File: src/rtl/vec_scatter.sv
// vec_scatter: unpacks one vector RAM word into consecutive scalar RAM words.
//
// Reads one VEC_W-bit vector and writes its WORD_W-bit lanes, one per cycle,
// to consecutive word addresses of the scalar data RAM (lane 0 = low bits).
//
// Ports:
//   clk             system clock, rising edge
//   rst_n           synchronous active-low reset
//   i_start         request pulse, honoured only while idle
//   i_src_addr      vector RAM address, latched on accepted start
//   i_dst_addr      scalar RAM base word address, latched on accepted start
//   i_hold          scalar port busy; stalls the pending lane write
//   o_vec_rd_addr   vector RAM read address (latched source while busy, else 0)
//   i_vec_rd_data   vector RAM read data, valid one cycle after the address
//   o_mem_addr      scalar RAM write address
//   o_mem_data      scalar RAM write data
//   o_mem_write     scalar RAM write enable
//   o_busy          operation in progress
//   o_done          one-cycle completion pulse
module vec_scatter #(
    parameter int VEC_W  = 256,
    parameter int WORD_W = 32,
    parameter int ADDR_W = 16
) (
    input  logic              clk,
    input  logic              rst_n,
    input  logic              i_start,
    input  logic [ADDR_W-1:0] i_src_addr,
    input  logic [ADDR_W-1:0] i_dst_addr,
    input  logic              i_hold,
    output logic [ADDR_W-1:0] o_vec_rd_addr,
    input  logic [VEC_W-1:0]  i_vec_rd_data,
    output logic [ADDR_W-1:0] o_mem_addr,
    output logic [WORD_W-1:0] o_mem_data,
    output logic              o_mem_write,
    output logic              o_busy,
    output logic              o_done
);
    localparam int LANES = VEC_W / WORD_W;
    localparam int LW    = (LANES > 1) ? $clog2(LANES) : 1;

    if (LANES * WORD_W != VEC_W) begin : g_bad_width
        $error("vec_scatter: VEC_W must be a whole multiple of WORD_W");
    end

    typedef enum logic [2:0] {S_IDLE, S_RDREQ, S_CAPTURE, S_WRITE, S_DONE} state_t;

    state_t            r_state;
    state_t            w_next;
    logic [LW-1:0]     r_lane;
    logic [ADDR_W-1:0] r_src;
    logic [ADDR_W-1:0] r_dst;
    logic [VEC_W-1:0]  r_buf;
    logic              w_last;
    logic              w_wr;

    assign w_last = r_lane == LW'(LANES - 1);
    assign w_wr   = (r_state == S_WRITE) && !i_hold;

    always_ff @(posedge clk) begin
        if (!rst_n)
            r_state <= S_IDLE;
        else
            r_state <= w_next;
    end

    always_comb begin
        w_next = r_state;
        unique case (r_state)
            S_IDLE:    w_next = i_start ? S_RDREQ : S_IDLE;
            S_RDREQ:   w_next = S_CAPTURE;
            S_CAPTURE: w_next = S_WRITE;
            S_WRITE:   w_next = (w_wr && w_last) ? S_DONE : S_WRITE;
            S_DONE:    w_next = S_IDLE;
            default:   w_next = S_IDLE;
        endcase
    end

    // The buffer is loaded only in CAPTURE, so later read-data changes
    // cannot disturb lanes still waiting to be written.
    always_ff @(posedge clk) begin
        if (!rst_n) begin
            r_lane <= '0;
            r_src  <= '0;
            r_dst  <= '0;
            r_buf  <= '0;
        end else begin
            if (r_state == S_IDLE && i_start) begin
                r_src <= i_src_addr;
                r_dst <= i_dst_addr;
            end
            if (r_state == S_CAPTURE) begin
                r_buf  <= i_vec_rd_data;
                r_lane <= '0;
            end
            if (w_wr)
                r_lane <= w_last ? '0 : r_lane + 1'b1;
        end
    end

    // Address and data follow the pending lane even while stalled, so a held
    // write presents stable values until it is accepted.
    assign o_busy        = r_state != S_IDLE;
    assign o_done        = r_state == S_DONE;
    assign o_mem_write   = w_wr;
    assign o_vec_rd_addr = o_busy ? r_src : '0;
    assign o_mem_addr    = (r_state == S_WRITE) ? r_dst + ADDR_W'(r_lane) : '0;
    assign o_mem_data    = (r_state == S_WRITE) ? r_buf[r_lane * WORD_W +: WORD_W] : '0;
endmodule

File: config.mk
export PLATFORM = sky130hd
export DESIGN_NAME = vec_scatter
export DESIGN_NICKNAME = d
export VERILOG_FILES = /design/src/rtl/vec_scatter.sv
export SDC_FILE = /design/constraint.sdc
export NUM_CORES = 1
export LEC_CHECK = 0
export CAP_MARGIN = 10
export CORE_UTILIZATION = 45
export CTS_CLUSTER_SIZE = 14
export DETAILED_ROUTE_END_ITERATION = 16
export GPL_ROUTABILITY_DRIVEN = 1
export GPL_TIMING_DRIVEN = 0
export PLACE_DENSITY = 0.75
export SYNTH_ARGS = -nofsm -noshare
export SYNTH_HDL_FRONTEND = slang
export SYNTH_SLANG_ARGS = --single-unit
File: constraint.sdc
create_clock -name clk -period 3.1 [get_ports clk]
set_input_delay 0.31 -clock clk [delete_from_list [all_inputs] [get_ports clk]]
set_output_delay 0.31 -clock clk [all_outputs]
set_load 0.01 [all_outputs]
Word-level counts from Yosys, hierarchy flattened
Cells that the tools add are included.
Widths: inputs -> output; s select.

word-level totals
  latch bits = 0
  flip-flop bits (word level) = 294
  memories kept = 0
  RAM bits = 0
  input bits = 292
  word-level logic and storage cells = 29
  ROM bits = 0
  output and inout port bits = 67

cells by class
  reduce and logical (&&, ||, !) cells = 7
  add/sub/neg operators = 2
  divide/modulo/power cells = 0
  bitwise gates (word level) = 0
  equality and inequality tests = 5
  multiplexer cells = 9
  shift operators = 1
  multiply operators = 0
  order comparisons = 0

operator list
  operator             number
  $shiftx 256x9->32    1
  $mux 16              2
  $mux 32              1
  $add 16x3->16        1
  $mux 3               4
  $pmux 3 s4           1
  $eq 3x2->1 const B   2
  $eq 3x3->1 const B   2
  $add 3x1->3 const B  1
  $eq 3x1->1 const B   1
  $logic_and 1x1->1    3
  $logic_not 3->1      1
  $reduce_bool 3->1    1
  $reduce_bool 2->1    1
  $logic_not 1->1      1
  $mux 1               1

Depth between registers and ports, before layout
  word-level depth = 5
  depth in mapped cells = 8
  gate-level depth less buffers = 7

Worst setup path before layout
OpenSTA, ideal clock, no wires.

  path kind = flip-flop to output port
  start = register r_lane[1]
  end = output o_mem_addr[14]
  stages on the path, launching flop included = 9
  data required time = 2.790 ns
  path buffers = 2
  path slack = 0.244 ns
  arrival = 2.546 ns
  path through = dfxtp_1 buf_2 buf_1 inv_1 fa_1 and2b_1 o211ai_1 or4_1 a21oi_1

on the way
  word-level cells in the longest chain between the ends = 2

ends and longest elaborated chain
  element                 RTL line  source
  from (decl)             50        logic [LW-1:0] r_lane;
  from (signal assigned)  97        r_lane <= w_last ? '0 : r_lane + 1'b1;
  $add 16x3->16           107       assign o_mem_addr = (r_state == S_WRITE) ? r_dst + ADDR_W'(r_lane) : '0;
  $mux 16                 107
  to (decl)               33        output logic [ADDR_W-1:0] o_mem_addr,

Every way passes these cells.

Final worst setup path
  start = register r_lane[0]
  end = output o_mem_addr[14]

The elaborated chain is that of the path after synthesis.

==> impl_metrics.yaml <==
global_routing:
  antenna_found_initial: 0
  grtUsageMet3_pct: 4.22
  busiest_layer: "met2"
  grt_max_degree: 15
  gr-usage-all-layers_pct: 29.7
  overflow: 0
  grt_use_met2_pct: 51.2
  grt_pass1_wl_um: 69000
  grt_use_met1_pct: 36.8
  grt_pass1_vias: 12300
synthesis:
  yosys-mux-area-fraction_pct: 13.2
  synth_cell_types: 44
  synthCells: 1523
  yosysSeqAreaShare_pct: 44.0
  avgSynthCellArea_um2: 8.78
  ys_ff_latch: 294
  synth_top_area_share_pct: 44.0
  synth_fp_nets: 1821
  synth_xor_area_share_pct: 0.459
  synthTopCellsByArea: "dfxtp_1 (44%), nand2_1 (16%), a21boi_0 (16%)"
  synthSimpleGateAreaFrac_pct: 20.0
  synth_fa_ha_area_share_pct: 0.618
  syn_area_um2: 13400
  synth_top_family_by_area: "simple AND/OR/NAND/NOR gates"
  yosys.area.top_type: "dfxtp_1"
  ys_warn_count: 0
  synth-compound-area-share_pct: 17.3
sta:
  period_share_pct: 97.9
  hold_viol: 0
  fin_tns_setup_ns: 0
  final_max_slew_viol_count: 0
  setup_viol_count_final: 0
  fmax_mhz: 330
  setup_ws_ns: 0.0654
  timing.hold.ws_ns: 0.303
  rsz0062_at_grt: "yes"
  finalCriticalPeriod_ns: 3.03
  fin_skew_ns: 0.00833
  slew_headroom_pct: 43.3
  tightest_slew_ns: 0.851
route:
  dr.pass1.iters: 5
  postRouteAntennaNets: 0
  drt-vias-per-instance: 5.32
  route.vias.total: 12400
  routed_wl_um: 46300
  wire_per_inst_um: 19.9
  drc_errors: 0
  drtIter0Drc: 747
place:
  place_ws_ns: -0.971
  place_congestion: 0.935
  portBuffers: 358
  placed_cells: 2265
  hpwl_um: 35500
power_and_ir_drop:
  power_frac_comb_pct: 14.5
  vdd_drop_max_mv: 0.332
  power_density_nw_per_um2: 505
  p_sw_share_pct: 25.1
  p_int_mw: 7.08
  switchingPower_mw: 2.38
  clkPwrFrac_pct: 41.7
  cellLeakagePower_nw: 6.47
  p_seq_share_pct: 43.8
clocking:
  clock_latency_ns: 0.56
  cts.sinks: 294
  cts_buffers: 31
  root_buffer: "clkbuf_16"
  htreeDepth: 1
  clkTransAtPathRegs_ns: 0.06
  ctsHoldBuffers: 0
  clockBufferDepth: 3
  cts_tree: "done"
die:
  dieHeight_um: 174
  row_count: 62
  die_w_um: 174
  fp.dieArea_um2: 30400
  pin_count: 359
  start_util_pct: 46.2
  coreArea_um2: 28900
final_layout:
  final_layout_size_suffix_gt1_share_pct: 11.0
  diodes: 0
  utilization_pct: 64.8
  layout_commonest_cell: "nand2_1"
  final_cell_mix: "nand2_1 (584), clkdlybuf4s50_1 (348), dfxtp_1 (291), a21boi_0 (282), mux4_2 (64)"
  area_growth_pct: 40.2
  nNetsFinal: 2223
  final-instance-count-excl-fill: 2332
critical_path:
  critical_path_class: "register to output port"
  required_ns: 2.79
  worstPathArrival_ns: 2.72
  path_max_fanout: 4
  worstSetupStartpoint: "r_lane[0]"
  cp-start-kind: "register"
  r2r_start: "r_state[0]"
  cp-end-kind: "output port"
status:
  status: "finished, final reports clean"
hold_path:
  worstHoldPathType: "input pin to register"
  hold_start: "i_vec_rd_data[215]"
run:
  max_cap_violations: 0
==> metrics by stage <==
stage | power, mW | cell area (um2)
floorplan | 4.83 | 13400
global placement | 5.54 | 17400
detailed placement | 5.57 | 17400
CTS | 9.46 | 18700
global route | 9.77 | 18700
finish | 9.46 | 18700
==> cells in the mapped netlist (all sizes together) <==
library cell	count
a31oi	1
xnor2	3
nand3b	1
a211oi	1
nor3	6
nand3	4
and4	1
o21ai	4
o211ai	2
and2	3
a31o	1
nor2b	18
xor2	4
dfxtp	294
and3	2
mux2i	32
nand4	3
nand2b	1
clkbuf	62
nor4	1
mux4	64
o2111ai	2
nor2	45
or4	2
o31ai	2
or2	3
buf	59
and4b	1
a21o	1
ha	5
nand2	584
inv	8
fa	1
a21boi	290
and2b	1
a21oi	8
or3	3
==> metal layers <==
layer | vias up | wire length [um]
met5 | - | 0
met4 | 0 | 2000
met3 | 98 | 3200
met2 | 528 | 22400
met1 | 5880 | 18700
li1 | 5901 | -
==> cell type report <==
type / instances / area (um2)
Inverter: 8 / 30.0
Multi-Input combinational cell: 1100 / 6980
Tap cell: 384 / 480
Clock buffer: 42 / 877
Buffer: 120 / 622
Sequential cell: 294 / 5890
Timing Repair Buffer: 370 / 3650
Clock inverter: 14 / 203
Fill cell: 2437 / 10200
==> critical path, stage by stage, from the launching register on <==
cell and delay (ns):
dfxtp_4 0.40, ha_4 0.16, inv_2 0.04, fa_2 0.34, and2b_2 0.24, o211ai_1 0.15
or4_1 0.56, a21oi_2 0.15, buf_2 0.14
==> kinds of logic (layout without fill, tap and decap cells) <==
kind of cell / Yosys count / in the layout
and+or+nand+nor: 679 / 679
DFF: 294 / 294
muxes: 96 / 96
buffers and inverters: 129 / 554
adders and majority gates: 6 / 6
AOI/OAI and AO/OA: 312 / 312
xor gates and xnor gates: 7 / 7
==> sequential cells by signal, summed over array words and instances, names as in the netlist <==
signal and cells:
r_src 16, r_dst 16, r_buf 256, r_state 3, r_lane 3
==> worst paths after layout <==
path	endpoint	slack, ns	cells after the start
min reg2reg	r_buf[220]	0.46	2
min	r_buf[215]	0.30	3
max	o_mem_addr[14]	0.07	8
max reg2reg	r_buf[120]	1.09	6
==> timing repair <==
action                                  in CTS  in global routing
endpoints found under the hold margin        0                  0
gates resized for setup                     63                 18
buffers inserted                             8                  4
pin swaps                                    6                  5
endpoints found under the setup margin      46                 25
==> power groups by stage <==
stage | Sequential (mW) | Clock [mW] | Combinational [mW]
after floorplan | 4.17 | 0 | 0.659
after global placement | 4.21 | 0 | 1.33
after detailed placement | 4.22 | 0 | 1.35
after CTS | 4.14 | 3.96 | 1.37
after global routing | 4.16 | 4.12 | 1.48
final | 4.14 | 3.94 | 1.37
Power figures use the tool's default switching activity.
